`src/rtl/comparador_pkg.sv`:
```
// Shared encodings for the serial magnitude comparator: FSM states and
// the one-hot result word {Maior, Menor, Igual}.
package comparador_pkg;

    localparam logic [1:0] ST_IDLE = 2'd0;
    localparam logic [1:0] ST_RUN  = 2'd1;
    localparam logic [1:0] ST_FIN  = 2'd2;

    localparam logic [2:0] RES_IGUAL = 3'b001;
    localparam logic [2:0] RES_MENOR = 3'b010;
    localparam logic [2:0] RES_MAIOR = 3'b100;

endpackage

```
`src/rtl/comparador_digito.sv`:
```
// Combinational compare cell for one DIGIT-bit slice; flip_msb inverts the
// slice's top bit on both sides so a two's-complement sign slice orders correctly.
module comparador_digito #(
    parameter int DIGIT = 1
) (
    input  logic [DIGIT-1:0] a_slice,
    input  logic [DIGIT-1:0] b_slice,
    input  logic             flip_msb,
    output logic             eq,
    output logic             lt,
    output logic             gt
);

    logic [DIGIT-1:0] w_mask;
    logic [DIGIT-1:0] w_a;
    logic [DIGIT-1:0] w_b;

    always_comb begin
        w_mask            = '0;
        w_mask[DIGIT-1]   = flip_msb;
        w_a               = a_slice ^ w_mask;
        w_b               = b_slice ^ w_mask;
        eq                = (w_a == w_b);
        lt                = (w_a < w_b);
        gt                = !eq && !lt;
    end

endmodule

```
`src/rtl/comparador_serial.sv`:
```
// Multi-cycle magnitude comparator: walks the latched operands one DIGIT-bit
// slice per clock, MSB-first, and finishes at the first differing slice.
module comparador_serial
    import comparador_pkg::*;
#(
    parameter int WIDTH = 16,
    parameter int DIGIT = 1
) (
    input  logic             clk,
    input  logic             rst,
    input  logic             start,
    input  logic [WIDTH-1:0] A,
    input  logic [WIDTH-1:0] B,
    input  logic             signed_mode,
    output logic             busy,
    output logic             done,
    output logic             Igual,
    output logic             Menor,
    output logic             Maior
);

    localparam int NSLICE = WIDTH / DIGIT;
    localparam int IDX_W  = (NSLICE > 1) ? $clog2(NSLICE) : 1;
    localparam logic [IDX_W-1:0] IDX_TOP = IDX_W'(NSLICE - 1);

    logic [1:0]       r_state;
    logic [1:0]       w_next;
    logic [WIDTH-1:0] r_a;
    logic [WIDTH-1:0] r_b;
    logic             r_sm;
    logic [IDX_W-1:0] r_idx;
    logic [2:0]       r_res;

    logic [DIGIT-1:0] w_a_slice;
    logic [DIGIT-1:0] w_b_slice;
    logic             w_flip;
    logic             w_eq;
    logic             w_lt;
    logic             w_gt;
    logic             w_last;
    logic             w_finish;

    assign w_a_slice = r_a[r_idx*DIGIT +: DIGIT];
    assign w_b_slice = r_b[r_idx*DIGIT +: DIGIT];
    // Only the most-significant slice carries the sign bit.
    assign w_flip    = r_sm && (r_idx == IDX_TOP);
    assign w_last    = (r_idx == '0);
    assign w_finish  = !w_eq || w_last;

    comparador_digito #(.DIGIT(DIGIT)) u_digito (
        .a_slice  (w_a_slice),
        .b_slice  (w_b_slice),
        .flip_msb (w_flip),
        .eq       (w_eq),
        .lt       (w_lt),
        .gt       (w_gt)
    );

    always_ff @(posedge clk) begin
        if (rst) r_state <= ST_IDLE;
        else     r_state <= w_next;
    end

    always_comb begin
        w_next = r_state;
        case (r_state)
            ST_IDLE: if (start) w_next = ST_RUN;
            ST_RUN:  if (w_finish) w_next = ST_FIN;
            ST_FIN:  w_next = ST_IDLE;
            default: w_next = ST_IDLE;
        endcase
    end

    always_comb begin
        busy = (r_state == ST_RUN) || (r_state == ST_FIN);
        done = (r_state == ST_FIN);
    end

    // Operands, slice index and result word; results change only on RUN->FIN.
    always_ff @(posedge clk) begin
        if (rst) begin
            r_a   <= '0;
            r_b   <= '0;
            r_sm  <= 1'b0;
            r_idx <= '0;
            r_res <= '0;
        end else begin
            if (r_state == ST_IDLE && start) begin
                r_a   <= A;
                r_b   <= B;
                r_sm  <= signed_mode;
                r_idx <= IDX_TOP;
            end else if (r_state == ST_RUN) begin
                if (!w_eq)       r_res <= w_gt ? RES_MAIOR : RES_MENOR;
                else if (w_last) r_res <= RES_IGUAL;
                else             r_idx <= r_idx - 1'b1;
            end
        end
    end

    assign Igual = |(r_res & RES_IGUAL);
    assign Menor = |(r_res & RES_MENOR);
    assign Maior = |(r_res & RES_MAIOR);

endmodule

```
`config.mk`:
```
export PLATFORM = sky130hd
export DESIGN_NAME = comparador_serial
export DESIGN_NICKNAME = d
export VERILOG_FILES = /design/src/rtl/comparador_pkg.sv /design/src/rtl/comparador_digito.sv /design/src/rtl/comparador_serial.sv
export SDC_FILE = /design/constraint.sdc
export NUM_CORES = 1
export LEC_CHECK = 0
export ABC_AREA = 1
export BUFFER_PORTS_ARGS = -buffer_cell sky130_fd_sc_hd__buf_2
export CELL_PAD_IN_SITES_DETAIL_PLACEMENT = 1
export CELL_PAD_IN_SITES_GLOBAL_PLACEMENT = 2
export CORE_MARGIN = 1
export CORE_UTILIZATION = 30
export DETAILED_ROUTE_END_ITERATION = 7
export PLACE_DENSITY = 0.78
export SETUP_SLACK_MARGIN = 0.3
export SLEW_MARGIN = 5
export SYNTH_ARGS = -nofsm -noshare
export SYNTH_HDL_FRONTEND = slang
export SYNTH_SLANG_ARGS = --single-unit
```
`constraint.sdc`:
```
create_clock -name clk -period 2.6 [get_ports clk]
set_input_delay 0.39 -clock clk [delete_from_list [all_inputs] [get_ports clk]]
set_output_delay 0.39 -clock clk [all_outputs]
set_load 0.005 [all_outputs]
```
# == Yosys cells after proc, flatten, opt, wreduce, memory -nomap -nowiden ==
# Cells that the tools add are included.
# word_totals
output_inout_bits,5
inputBits,36
elab_cells,45
register_bits,42
# classes
mux,10
bitwise,3
addsub,1
n_shift,2
reduce_logical,14
n_eq_ne,8
magnitude_cmp,1
# op_table
op,count
$shiftx 16x5->1,2
$mux 4,4
$mux 3,3
$reduce_and 3->1,2
$eq 4x4->1 const B,1
$logic_not 4->1,1
$mux 2,2
$ne 2x1->1 const B,2
$ne 2x2->1 const B,2
$pmux 2 s2,1
$reduce_bool 2->1,2
$sub 4x1->4 const B,1
$logic_and 1x1->1,3
$eq 2x1->1 const B,1
$eq 2x2->1 const B,1
$logic_not 1->1,2
$logic_not 2->1,1
$logic_or 1x1->1,2
$reduce_and 2->1,1
$xor 1x1->1,2
$eq 1x1->1,1
$lt 1x1->1,1
$not 1->1,1

# == Longest topological paths before layout ==
# Gate-level depths: netlist of the first run.
# depth
depth_word,8
mapped_depth,19
mapped_depth_nobuf,18

# == Modules after synthesis ==
# A second synthesis of the first run with hierarchy kept.
# unflattened
cells_unflattened,324
area_unflattened_um2,2185.8
# modules_own_cells
module,area_per_inst_um2,n_inst,cells_each,seq_area_each_um2
comparador_serial,2104.5,1,307,840.8
comparador_digito,81.3,1,17,0.0

# == Least setup slack after synthesis of the first run ==
# Ideal clock, no wire load.
# synth_timing
kind,register to register
start,register r_idx[0]
end,register r_state[0]
period_less_slack_ns,1.897
t_arrival_ns,1.783
setup_ns,0.113
stages_incl_launch_ff,19
slack_ns,0.703
cell_sequence,dfxtp_1 -> buf_6 -> inv_4 -> buf_8 -> nand2_1 -> nand3_2 -> nand3_1 -> nand3_2 -> nand2_1 -> nand2_1 -> nand2_1 -> ha_1 -> nand2_2 -> inv_2 -> nand2_1 -> o21ai_1 -> inv_2 -> nor2_1 -> nor2_1
# synth_via
elab_chain_cells,8
elab_cells_between_ends,12
classes_between,eq/ne (3); shift (2); bitwise (2); reduce/logical (5)
# synth_lines
element,line,text
"start, declared",comparador_serial.sv:31,logic [IDX_W-1:0] r_idx;
"start signal, assigned",comparador_serial.sv:96,else r_idx <= r_idx - 1'b1;
branches (longest 3 deep; another with $shiftx 16x5->1),-,
$eq 1x1->1 *,comparador_digito.sv:23,eq = (w_a == w_b);
named net u_digito.eq,comparador_digito.sv:9,"output logic eq,"
$logic_not 1->1 *,comparador_serial.sv:48,assign w_finish = !w_eq || w_last;
$logic_or 1x1->1 *,comparador_serial.sv:48,
$ne 2x2->1 (no line) *,-,
$reduce_and 2->1 (no line) *,-,
"end signal, assigned",comparador_serial.sv:61,else r_state <= w_next;
"end, declared",comparador_serial.sv:26,logic [1:0] r_state;
# Mark *: on every way through the listed nets, which the timed path passes.
# A chain may end at the register's enable or synchronous reset.

# == Worst setup path after layout of the first run ==
# layout_timing
start,register r_idx[0]
end,register r_res[1]
# layout_via
elab_chain_cells,8
elab_cells_between_ends,16
classes_between,order compare (1); eq/ne (3); shift (2); mux (2); bitwise (2); reduce/logical (6)
# layout_lines
element,line,text
branches (longest 3 deep; another with $shiftx 16x5->1),-,
$eq 1x1->1 *,comparador_digito.sv:23,
named net u_digito.eq,comparador_digito.sv:9,
$logic_not 1->1,comparador_digito.sv:25,gt = !eq && !lt;
$logic_and 1x1->1,comparador_digito.sv:25,
$mux 3 (2 in a row),comparador_serial.sv:94,if (!w_eq) r_res <= w_gt ? RES_MAIOR : RES_MENOR;
"end signal, assigned",comparador_serial.sv:94,
"end, declared",comparador_serial.sv:32,logic [2:0] r_res;
# Marks and branches as above.

==> summary.md, run 1 <==
| Metric | Value |
|---|---|
| FF+latch count, synth | `42` |
| Mean routed wirelength per cell | `between 10 and 15 µm` |
| H-tree level count | `2` |
| ANT cells | `0` |
| Synth warn | `0` |
| Area delta synth->final | `17.3%` |
| Sw Ratio | `43.2%` |
| R2r startpoint | `r_idx[0]` |
| Worst Path Required | `about 2.8 ns` |
| Number of I/O pins | `41` |
| Cell taking the most area after synthesis | `dfxtp_1` |
| Max-cap check violation count | `0` |
| Critical path peak fanout | `19` |
| Pwr/cell area | `1220 nW/µm²` |
| Power Total | `about 3200 µW` |
| Sw power | `~1400 µW` |
| Largest cells by area after synthesis | `dfxtp_1 38%, nand2_1 11%, a21oi_1 8.7%, o21ai_0 8.3%, inv_1 7.0%` |
| Total wire length | `about 5300 µm` |
| Share of cells above drive strength 1 | `roughly a quarter` |
| Core ar. | `7250 µm²` |
| Most common cell after layout, fill and taps aside | `nand2_1` |
| Die Height | `88.4 µm` |
| Clock network power share | `roughly a fifth` |
| Sequential share of the synthesized area | `37.5%` |
| CP startpoint | `r_idx[0]` |
| CTS tree | `yes` |
| Slowest stage delay, CP | `just under 0.4 ns` |
| Antenna-violating nets left | `0` |
| PortBufs | `40` |
| Starting Density | `a little under a third` |
| WP buf/inv | `2` |
| First-pass GRT wire length | `slightly above 9000 µm` |
| Fin worst setup slack | `just over 0.5 ns` |
| Fmax | `around 0.48 GHz` |
| Crit end category | `flip-flop` |
| 1st-pass router iterations | `4` |
| Die X | `roughly 90 µm` |
| Clk sink count | `42` |
| Hold crit path type | `input pin to flip-flop` |
| Post-Syn Instances | `approximately 320` |
| Fin. max-slew vios | `0` |
| Post-CTS Setup Inserts | `0` |
| Max transition margin | `between 60% and 70%` |
| Initial antenna violation count | `0` |
| Total GRT Usage | `about 15%` |
| Outcome | `finished, final reports clean` |
| Clk_lat worst skew | `a little under 0.3 ns` |
| Final Hold Fails | `0` |
| Layout Skew | `0.0102 ns` |
| Distinct cells, synth | `22` |
| Most used cell, CP | `nand2_1` |
| Design Area, Final | `2630 µm²` |
| Net count after synthesis | `approximately 360` |
| Top Family by Delay on Critical Path | `simple AND/OR/NAND/NOR gates` |
| Hold_sp | `rst` |
| CTS max path bufs | `2` |
| DR iter-0 viols | `between 50 and 60` |
| Vias/cell | `4.58` |
| Die area | `about 7800 µm²` |
| Post-Place Worst Slack | `approximately 0.31 ns` |
| Tmin final | `~2.1 ns` |
| Placer Congestion | `roughly 0.8` |
| DRC Markers | `0` |
| Internal power | `approximately 1800 µW` |
| Unrepaired setup endpoints after global routing | `true` |
| P_leak | `between 0.001 and 0.0015 µW` |
| Clk root buf | `clkbuf_8` |
| Row count | `31` |
| Slowest-stage cell, CP | `dfxtp_4` |
| Setup CP Type | `flip-flop to flip-flop` |
| Area share of the largest cell type after synthesis | `about 38%` |
| Final setup fails | `0` |
| Largest net degree at the start of global routing | `55` |
| Cell area after synthesis | `between 2000 and 2500 µm²` |
| Fin crit share | `approximately 80%` |
| Slew @ Worst Pin | `approximately 0.46 ns` |
| Total CTS buffers | `5` |
| Vias in the first global route | `about 2.0k` |
| Setup_tns | `0 ns` |
| Register share of total power | `30.5%` |
| Combinational power share | `49.6%` |
| Reg clk slew, reported paths | `roughly 0.09 ns` |
| Final nets | `approximately 400` |
| Via Count | `about 2.1k` |
| Maximum VDD drop | `roughly 0.00034 V` |
| Setup crit start kind | `flip-flop` |
| Most frequent cells in the layout | `65 x nand2_1, 42 x inv_1, 40 x buf_2, 40 x dfxtp_1, 39 x a21oi_1` |
| Avg Inst Size Synth | `between 7 and 8 µm²` |
| DPL Wire Length | `3970 µm` |
| Total gr overflow | `0` |
| Placed cell area | `2480 µm²` |
| Critical Path AT | `between 2 and 2.5 ns` |
| Cells along the critical path | `inv_4 -> nand2_1 -> nand3_1 -> nand2_1 -> nand2_1 -> nand2_1 -> inv_2 -> nand2_1 -> nand2_1 -> nand2_1 -> ha_1 -> nand2_2 -> nand2_1 -> o21ai_0 -> nor2_1` |
## per-layer routing
| metal | track usage (%) | up-vias | part of all wire (%) |
|---|---|---|---|
| met5 | 0 | - | 0 |
| met1 | 18.2 | 955 | 47 |
| li1 | - | 1067 | - |
| met4 | 3.96 | 0 | 1.2 |
| met2 | 27.5 | 27 | 49 |
| met3 | 3.08 | 6 | 2.8 |
## Yosys cell counts (all sizes together)
master / number
a21oi: 39
buf: 10
clkbuf: 8
dfxtp: 42
ha: 8
inv: 49
nand2: 71
nand3: 30
nand4: 2
nor2: 15
o21ai: 39
xor2: 2
## worst paths after layout
kind | endpoint | cells after the start | slack, ns
setup / recovery | r_res[1] | 15 | 0.51
hold reg to reg | r_a[2] | 2 | 0.45
hold / removal | r_idx[2] | 2 | 0.27
setup reg to reg | r_res[1] | 15 | 0.51
## repair_timing
| action | in CTS | in global routing |
|---|---|---|
| resized for setup | 1 | 2 |
| setup endpoints to repair | 2 | 9 |
| hold buffers | 0 | 0 |
| endpoints found under the hold margin | 0 | 0 |
## state kept, by name (all words and copies together) (netlist names)
name,flops
r_a,16
r_sm,1
r_b,16
r_res,3
r_state,2
r_idx,4
## logic make-up after synthesis
kind of cell / count (synthesis) / share of synthesized area (%)
AND/OR/NAND/NOR: 118 / 25.9
flip-flops: 42 / 37.5
adder cells (fa/ha/maj): 8 / 4.47
buffers and inverters: 67 / 13.9
AO/OA/AOI/OAI: 78 / 17.4
XOR/XNOR: 2 / 0.782
## through the flow
| stage | hold slack [ns] | instances | util, % |
|---|---|---|---|
| after global placement | 0.446 | 441 | 34.2 |
| after global routing | 0.275 | 449 | 36.2 |
| after CTS | 0.277 | 449 | 36.2 |
| after detailed placement | 0.447 | 441 | 34.2 |
| after floorplan | 0.429 | 315 | - |
| final | 0.274 | 449 | 36.2 |
## cell type report
cell class / count / area, µm²
Timing Repair Buffer: 45 / 238
Clock inverter: 2 / 60.1
Tap cell: 99 / 124
Sequential cell: 42 / 846
Inverter: 49 / 186
Fill cell: 948 / 4630
Multi-Input combinational cell: 206 / 1090
Clock buffer: 6 / 82.6
## power by group through the flow
stage               clock, µW  sequential [µW]  combinational [µW]
CTS                       658              976                1620
global route              691             1000                1850
global placement            0              981                1560
finish                    640              976                1590
floorplan                   0              916                1350
detailed placement          0              988                1610
Note: power is estimated with default switching activity, not from simulation.
==> inputs of run 2 (changes only) <==
--- a/config.mk
+++ b/config.mk
@@ -10,9 +10,9 @@
 export CELL_PAD_IN_SITES_DETAIL_PLACEMENT = 1
 export CELL_PAD_IN_SITES_GLOBAL_PLACEMENT = 2
 export CORE_MARGIN = 1
-export CORE_UTILIZATION = 30
+export CORE_UTILIZATION = 28
 export DETAILED_ROUTE_END_ITERATION = 7
-export PLACE_DENSITY = 0.78
+export PLACE_DENSITY = 0.76
 export SETUP_SLACK_MARGIN = 0.3
 export SLEW_MARGIN = 5
 export SYNTH_ARGS = -nofsm -noshare
==> constraint.sdc (replaced) <==
create_clock -name clk -period 1.79 [get_ports clk]
set_input_delay 0.2685 -clock clk [delete_from_list [all_inputs] [get_ports clk]]
set_output_delay 0.2685 -clock clk [all_outputs]
set_load 0.005 [all_outputs]
==> summary.md, run 2 (synthesis results as in run 1) <==
| Metric | Value |
|---|---|
| DRC Markers | `0 (unchanged)` |
| Failing checks | `setup timing` |
| Total gr overflow | `0 (unchanged)` |
| Fin crit share | `110% (+30 points)` |
| Hold crit path type | `input pin to flip-flop` |
| 1st-pass router iterations | `4 (unchanged)` |
| Max transition margin | `77.5% (+8.2 points)` |
| Most common cell after layout, fill and taps aside | `nand2_1` |
| Largest net degree at the start of global routing | `66 (+20%)` |
| Placer Congestion | `0.735 (-7.1%)` |
| Final Hold Fails | `0 (unchanged)` |
| Row count | `32 (+3.2%)` |
| Starting Density | `29.0% (-1.9 points)` |
| Clk_lat worst skew | `0.30 ns (about the same)` |
| Tmin final | `1.97 ns (-0.119 ns)` |
| DR iter-0 viols | `59 (unchanged)` |
| Top Family by Delay on Critical Path | `simple AND/OR/NAND/NOR gates` |
| Worst Path Required | `1.99 ns (-0.80 ns)` |
| Slowest stage delay, CP | `0.40 ns (about the same)` |
| Mean routed wirelength per cell | `12.6 µm (+6.5%)` |
| Final setup fails | `9 (+9)` |
| Core ar. | `7730 µm² (+6.5%)` |
| Total GRT Usage | `14.8% (-0.42 points)` |
| Die area | `8360 µm² (+7.0%)` |
| Worst R2R Path Depth | `18 (+3)` |
| Total wire length | `6020 µm (+13%)` |
| Sw power | `2510 µW (+81%)` |
| Met1 usage | `18.4% (+0.17 points)` |
| Slew @ Worst Pin | `0.336 ns (-0.125 ns)` |
| Layout Skew | `0.0109 ns (+0.000665 ns)` |
| CTS max path bufs | `2 (unchanged)` |
| Vias/cell | `4.49 (-1.9%)` |
| Pwr/cell area | `1830 nW/µm² (+50%)` |
| Setup crit start kind | `flip-flop` |
| P_leak | `0.00144 µW (+14%)` |
| Slowest-stage cell, CP | `dfxtp_4` |
| Sw Ratio | `45.3% (+2.2 points)` |
| PortBufs | `40 (unchanged)` |
| Most used cell, CP | `nand2_1` |
| Total CTS buffers | `5 (unchanged)` |
| Cells along the critical path | `buf_12 -> inv_8 -> nand2_2 -> nand3_1 -> nand2_1 -> nand2_1 -> nand2_1 -> inv_2 -> nand3_2 -> nand2_2 -> ha_4 -> nand2_4 -> inv_4 -> nand2_4 -> o21ai_4 -> inv_2 -> nor2_1 -> nor2_1` |
| Maximum VDD drop | `0.000517 V (+53%)` |
| Die Height | `91.4 µm (+3.4%)` |
| Critical Path AT | `2.17 ns (-0.11 ns)` |
| Grt met3 use | `2.76% (-0.31 points)` |
| Outcome | `complete, but fails checks` |
| Clk root buf | `clkbuf_8` |
| Critical path peak fanout | `6 (-13)` |
| First-pass GRT wire length | `9870 µm (+7.7%)` |
| Antenna-violating nets left | `0 (unchanged)` |
| WHS | `0.164 ns (-0.110 ns)` |
| M2 GR Usage | `25.6% (-1.9 points)` |
| Initial antenna violation count | `0 (unchanged)` |
| ANT cells | `0 (unchanged)` |
| Combinational power share | `63.9% (+14 points)` |
| Clk sink count | `42 (unchanged)` |
| Share of cells above drive strength 1 | `37.2% (+13 points)` |
| Reg clk slew, reported paths | `0.08 ns (about the same)` |
| Internal power | `3020 µW (+66%)` |
| GR peak layer | `met2` |
| Area delta synth->final | `34.9%` |
| Multi-input logic area | `1230 µm² (+13%)` |
| Hold Path Cell Cnt | `2 (unchanged)` |
| Fin worst setup slack | `-0.184 ns (-0.691 ns)` |
| Critical Path Stages | `18 (+3)` |
| FF/Latch Area | `846 µm² (unchanged)` |
| Via Count | `2146 (+4.4%)` |
| Fin. max-slew vios | `0 (unchanged)` |
| Number of I/O pins | `41 (unchanged)` |
| Vias in the first global route | `2157 (+6.4%)` |
| H-tree level count | `2 (unchanged)` |
| Unrepaired setup endpoints after global routing | `true` |
| Power Total | `5530 µW (+72%)` |
| Crit end category | `flip-flop` |
| DPL Wire Length | `4090 µm (+3.1%)` |
| Max-cap check violation count | `0 (unchanged)` |
| Setup CP Type | `flip-flop to flip-flop` |
| Final nets | `420 (+6.9%)` |
| Fmax | `0.507 GHz (+6.0%)` |
| Filler cells | `952 (+0.42%)` |
| Die X | `91.4 µm (+3.4%)` |
| Clock network power share | `10.8% (-9.2 points)` |
| Most frequent cells in the layout | `51 x nand2_1, 42 x inv_1, 40 x buf_2, 40 x dfxtp_1` |
| WP buf/inv | `5 (+3)` |
| Register share of total power | `25.2% (-5.3 points)` |
| CTS tree | `yes` |
| Regs by FF count | `r_a: 16 flops, r_b: 16 flops, r_idx: 4 flops` |
run 2: cell count changes in the layout (fill, tap and decap cells not counted), sizes merged:
cell	before	now
inv	49	51
bufinv	2	0
clkinv	0	2
buf	45	69
run 2: area by class of cell:
type                       count  share of cell area, %
clock buffer                   5                   2.28
sequential                    42                   28.0
inverter                      49                   6.71
multi-input combinational    206                   40.8
tap                          102                   4.23
clock inverter                 2                  0.331
timing repair inverter         2                  0.911
timing repair buffer          70                   16.7
run 2: path summary, 6_finish.rpt:
kind / startpoint / to / slack, ns
hold reg to reg: r_b[12] / r_b[12] / 0.46
hold / removal: rst / r_idx[3] / 0.16
setup / recovery: r_idx[0] / r_state[0] / -0.18
setup reg to reg: r_idx[0] / r_state[0] / -0.18
run 2: what timing repair did:
item,CTS,global route
pin swaps,19,7
cloned,3,1
endpoints found under the setup margin,9,42
setup buffers,4,0
resized for setup,34,9
hold buffers,0,0
run 2: power groups by stage:
| stage | Sequential (µW) | Clock, µW | Combinational [µW] |
|---|---|---|---|
| global route | 1430 | 656 | 3930 |
| global placement | 1390 | 0 | 2720 |
| finish | 1390 | 599 | 3530 |
| detailed placement | 1400 | 0 | 2770 |
| floorplan | 1340 | 0 | 2000 |
| CTS | 1390 | 623 | 3400 |
run 2: per-stage QoR:
| step | instances | utilization (%) | setup TNS [ns] | worst slack, ns | cell area (µm²) |
|---|---|---|---|---|---|
| after global routing | 478 | 39.1 | -2.56 | -0.325 | 3020 |
| after CTS | 477 | 38.3 | -1.33 | -0.176 | 2960 |
| after floorplan | 315 | - | -0.0738 | -0.0327 | 2260 |
| after global placement | 463 | 34.5 | -1.21 | -0.159 | 2670 |
| after detailed placement | 463 | 34.5 | -1.78 | -0.243 | 2670 |
| final | 478 | 39.1 | -1.30 | -0.184 | 3020 |
run 2: layer usage:
layer	vias up	share of wire, %	wire length (µm)
met4	0	1.3	77
met5	-	0	0
met3	7	2.4	144
li1	1123	-	-
met1	991	47	2850
met2	25	49	2940
==> inputs of run 3 (changes only) <==
--- a/config.mk
+++ b/config.mk
@@ -10,9 +10,11 @@
 export CELL_PAD_IN_SITES_DETAIL_PLACEMENT = 1
 export CELL_PAD_IN_SITES_GLOBAL_PLACEMENT = 2
 export CORE_MARGIN = 1
-export CORE_UTILIZATION = 28
+export CORE_UTILIZATION = 29
+export CTS_BUF_LIST = sky130_fd_sc_hd__clkbuf_2
 export DETAILED_ROUTE_END_ITERATION = 7
-export PLACE_DENSITY = 0.76
+export PLACE_DENSITY = 0.78
+export REMOVE_ABC_BUFFERS = 1
 export SETUP_SLACK_MARGIN = 0.3
 export SLEW_MARGIN = 5
 export SYNTH_ARGS = -nofsm -noshare
==> summary.md, run 3 (synthesis results as in run 1) <==
| Metric | Value |
|---|---|
| Hold_sp | `signed_mode` |
| Final Hold Fails | `0 (unchanged)` |
| Clk_lat worst skew | `0.40 ns (+0.10 ns)` |
| Flop2flop setup slack | `-0.12 ns (+0.06 ns)` |
| Core ar. | `7370 µm² (-4.6%)` |
| Cells along the critical path | `ha_1 -> nand2_1 -> inv_2 -> nand3_4 -> inv_1 -> nand3_1 -> nand2_2 -> ha_4 -> nand2_4 -> nor2_4 -> nor2_4 -> nand2_1 -> a21oi_1` |
| Register share of total power | `28.7% (+3.5 points)` |
| Vias in the first global route | `2250 (+4.3%)` |
| Total gr overflow | `0 (unchanged)` |
| Hold Path Cell Cnt | `3 (+1)` |
| Sw Ratio | `46.8% (+1.5 points)` |
| Antenna-violating nets left | `0 (unchanged)` |
| CTS tree | `yes` |
| Failing checks | `setup timing` |
| Setup crit start kind | `flip-flop` |
| Fin. max-slew vios | `0 (unchanged)` |
| Reg clk slew, reported paths | `0.20 ns (+0.12 ns)` |
| Uppermost routed layer | `met4` |
| Regs by FF count | `r_a: 16 flops, r_b: 16 flops, r_idx: 4 flops` |
| Most common cell after layout, fill and taps aside | `nand2_1` |
| Slew @ Worst Pin | `0.355 ns (+0.0194 ns)` |
| 1st-pass router iterations | `4 (unchanged)` |
| Most frequent cells in the layout | `57 x nand2_1, 41 x inv_1, 40 x buf_2, 40 x dfxtp_1, 36 x a21oi_1` |
| P_leak | `0.00137 µW (-4.7%)` |
| Setup_tns | `-0.649 ns (+0.648 ns)` |
| Outcome | `complete, but fails checks` |
| Total GRT Usage | `15.6% (+0.87 points)` |
| Layout Skew | `0.0128 ns (+0.00194 ns)` |
| CTS max path bufs | `2 (unchanged)` |
| Met2 WL | `2840 µm (-3.5%)` |
| Crit end category | `flip-flop` |
| H-tree level count | `2 (unchanged)` |
| Mean routed wirelength per cell | `12.1 µm (-3.8%)` |
| Max-cap check violation count | `0 (unchanged)` |
| Fmax | `0.523 GHz (+3.2%)` |
| Worst R2R Path Depth | `13 (-5)` |
| DPL Wire Length | `4080 µm (-0.25%)` |
| Worst Path Required | `2.14 ns (+0.15 ns)` |
| Met3 wire length | `149 µm (+3.5%)` |
| Setup CP Type | `flip-flop to flip-flop` |
| Fin worst setup slack | `-0.123 ns (+0.0609 ns)` |
| Share of cells above drive strength 1 | `33.2% (-4.0 points)` |
| Slowest-stage cell, CP | `dfxtp_4` |
| Largest net degree at the start of global routing | `41 (-38%)` |
| Pwr/cell area | `1720 nW/µm² (-5.9%)` |
| DRC Markers | `0 (unchanged)` |
| R2R Path End | `r_idx[3]` |
| R2r startpoint | `r_idx[0]` |
| Tmin final | `1.91 ns (-0.0609 ns)` |
| Area delta synth->final | `27.4%` |
| Slowest stage delay, CP | `0.46 ns (+0.06 ns)` |
| Via Count | `2139 (-0.33%)` |
| Max transition margin | `76.3% (-1.2 points)` |
| Die area | `8080 µm² (-3.4%)` |
| Sw power | `2300 µW (-8.2%)` |
| Vias/cell | `4.52 (+0.73%)` |
| Hold crit path type | `input pin to flip-flop` |
| Die X | `89.9 µm (-1.7%)` |
| Internal power | `2610 µW (-14%)` |
| Die Height | `89.9 µm (-1.7%)` |
| Hold endpoint | `r_sm` |
| Critical Path AT | `2.26 ns (+0.09 ns)` |
| Number of I/O pins | `41 (unchanged)` |
| Starting Density | `30.4% (+1.4 points)` |
| Fin crit share | `107% (-3.4 points)` |
| Total wire length | `5730 µm (-4.8%)` |
| DR iter-0 viols | `31 (-47%)` |
| Total CTS buffers | `5 (unchanged)` |
| Post-Place Worst Slack | `-0.339 ns (-0.0966 ns)` |
| Combinational power share | `63.4% (-0.5 points)` |
| Maximum VDD drop | `0.000454 V (-12%)` |
| Wire length on met1 | `2650 µm (-7.1%)` |
| First-pass GRT wire length | `10200 µm (+3.1%)` |
| Final setup fails | `9 (unchanged)` |
| Final nets | `416 (-0.95%)` |
| Unrepaired setup endpoints after global routing | `true` |
| PortBufs | `40 (unchanged)` |
| Clock network power share | `7.9% (-2.9 points)` |
| Clk root buf | `clkbuf_2` |
| Clk sink count | `42 (unchanged)` |
| Critical path peak fanout | `5 (-1)` |
| Placer Congestion | `0.769 (+4.7%)` |
| Initial antenna violation count | `1 (+1)` |
| Row count | `31 (-3.1%)` |
-- run 3: worst max path at each step --
stage	from	end	slack, ns	cells past startpoint
after floorplan	r_state[0]	r_res[1]	-0.65	8
after global placement	r_idx[1]	r_state[0]	-0.25	14
after detailed placement	r_idx[0]	r_state[0]	-0.34	18
after CTS	r_idx[0]	r_state[0]	-0.13	18
after global routing	r_idx[0]	r_state[0]	-0.29	18
final	r_idx[0]	r_idx[3]	-0.12	13
-- run 3: routing by layer --
metal  track usage, %  up-vias
met1             18.4      991
met4             6.05        0
li1                 -     1111
met3             3.98        6
met2             27.2       31
met5                0        -
-- run 3: repair_timing --
item,in CTS,in global routing
hold buffers,0,1
cloned,1,0
endpoints found under the setup margin,12,31
endpoints found under the hold margin,0,2
gates resized for setup,32,13
pin swaps,13,13
setup buffers,1,1
-- run 3: per-stage QoR --
| step | utilization [%] | power (µW) | hold WS (ns) | cell area, µm² | std cells |
|---|---|---|---|---|---|
| detailed placement | 35.6 | 4010 | 0.449 | 2620 | 460 |
| finish | 38.7 | 4910 | 0.108 | 2850 | 473 |
| floorplan | - | 3080 | 0.338 | 2120 | 297 |
| global placement | 35.6 | 3940 | 0.440 | 2620 | 460 |
| CTS | 37.8 | 4850 | 0.00375 | 2780 | 470 |
| global route | 38.7 | 5440 | 0.0656 | 2850 | 473 |
-- run 3: worst max-delay path: cells and delay by family (launching register included) --
family	cells	cell delay [ns]
compound gates	1	0.12
simple gates	8	0.74
fa+ha+maj	2	0.37
flops	1	0.46
buf+inv	2	0.19
-- run 3: power groups by stage --
stage,combinational [µW],sequential (µW),clock (µW)
5_1_grt,3520,1450,471
3_5_place_dp,2620,1390,0
3_3_place_gp,2560,1380,0
6_report,3110,1410,386
4_1_cts,3030,1410,415
2_1_floorplan,1640,1440,0
-- run 3: cell type report --
cell class / instances / area [µm²]
timing repair buffer: 68 / 444
fill: 986 / 4520
tap: 99 / 124
sequential: 42 / 848
multi-input combinational: 206 / 1200
clock inverter: 3 / 11.3
antenna: 1 / 2.50
clock buffer: 5 / 25.0
inverter: 49 / 196
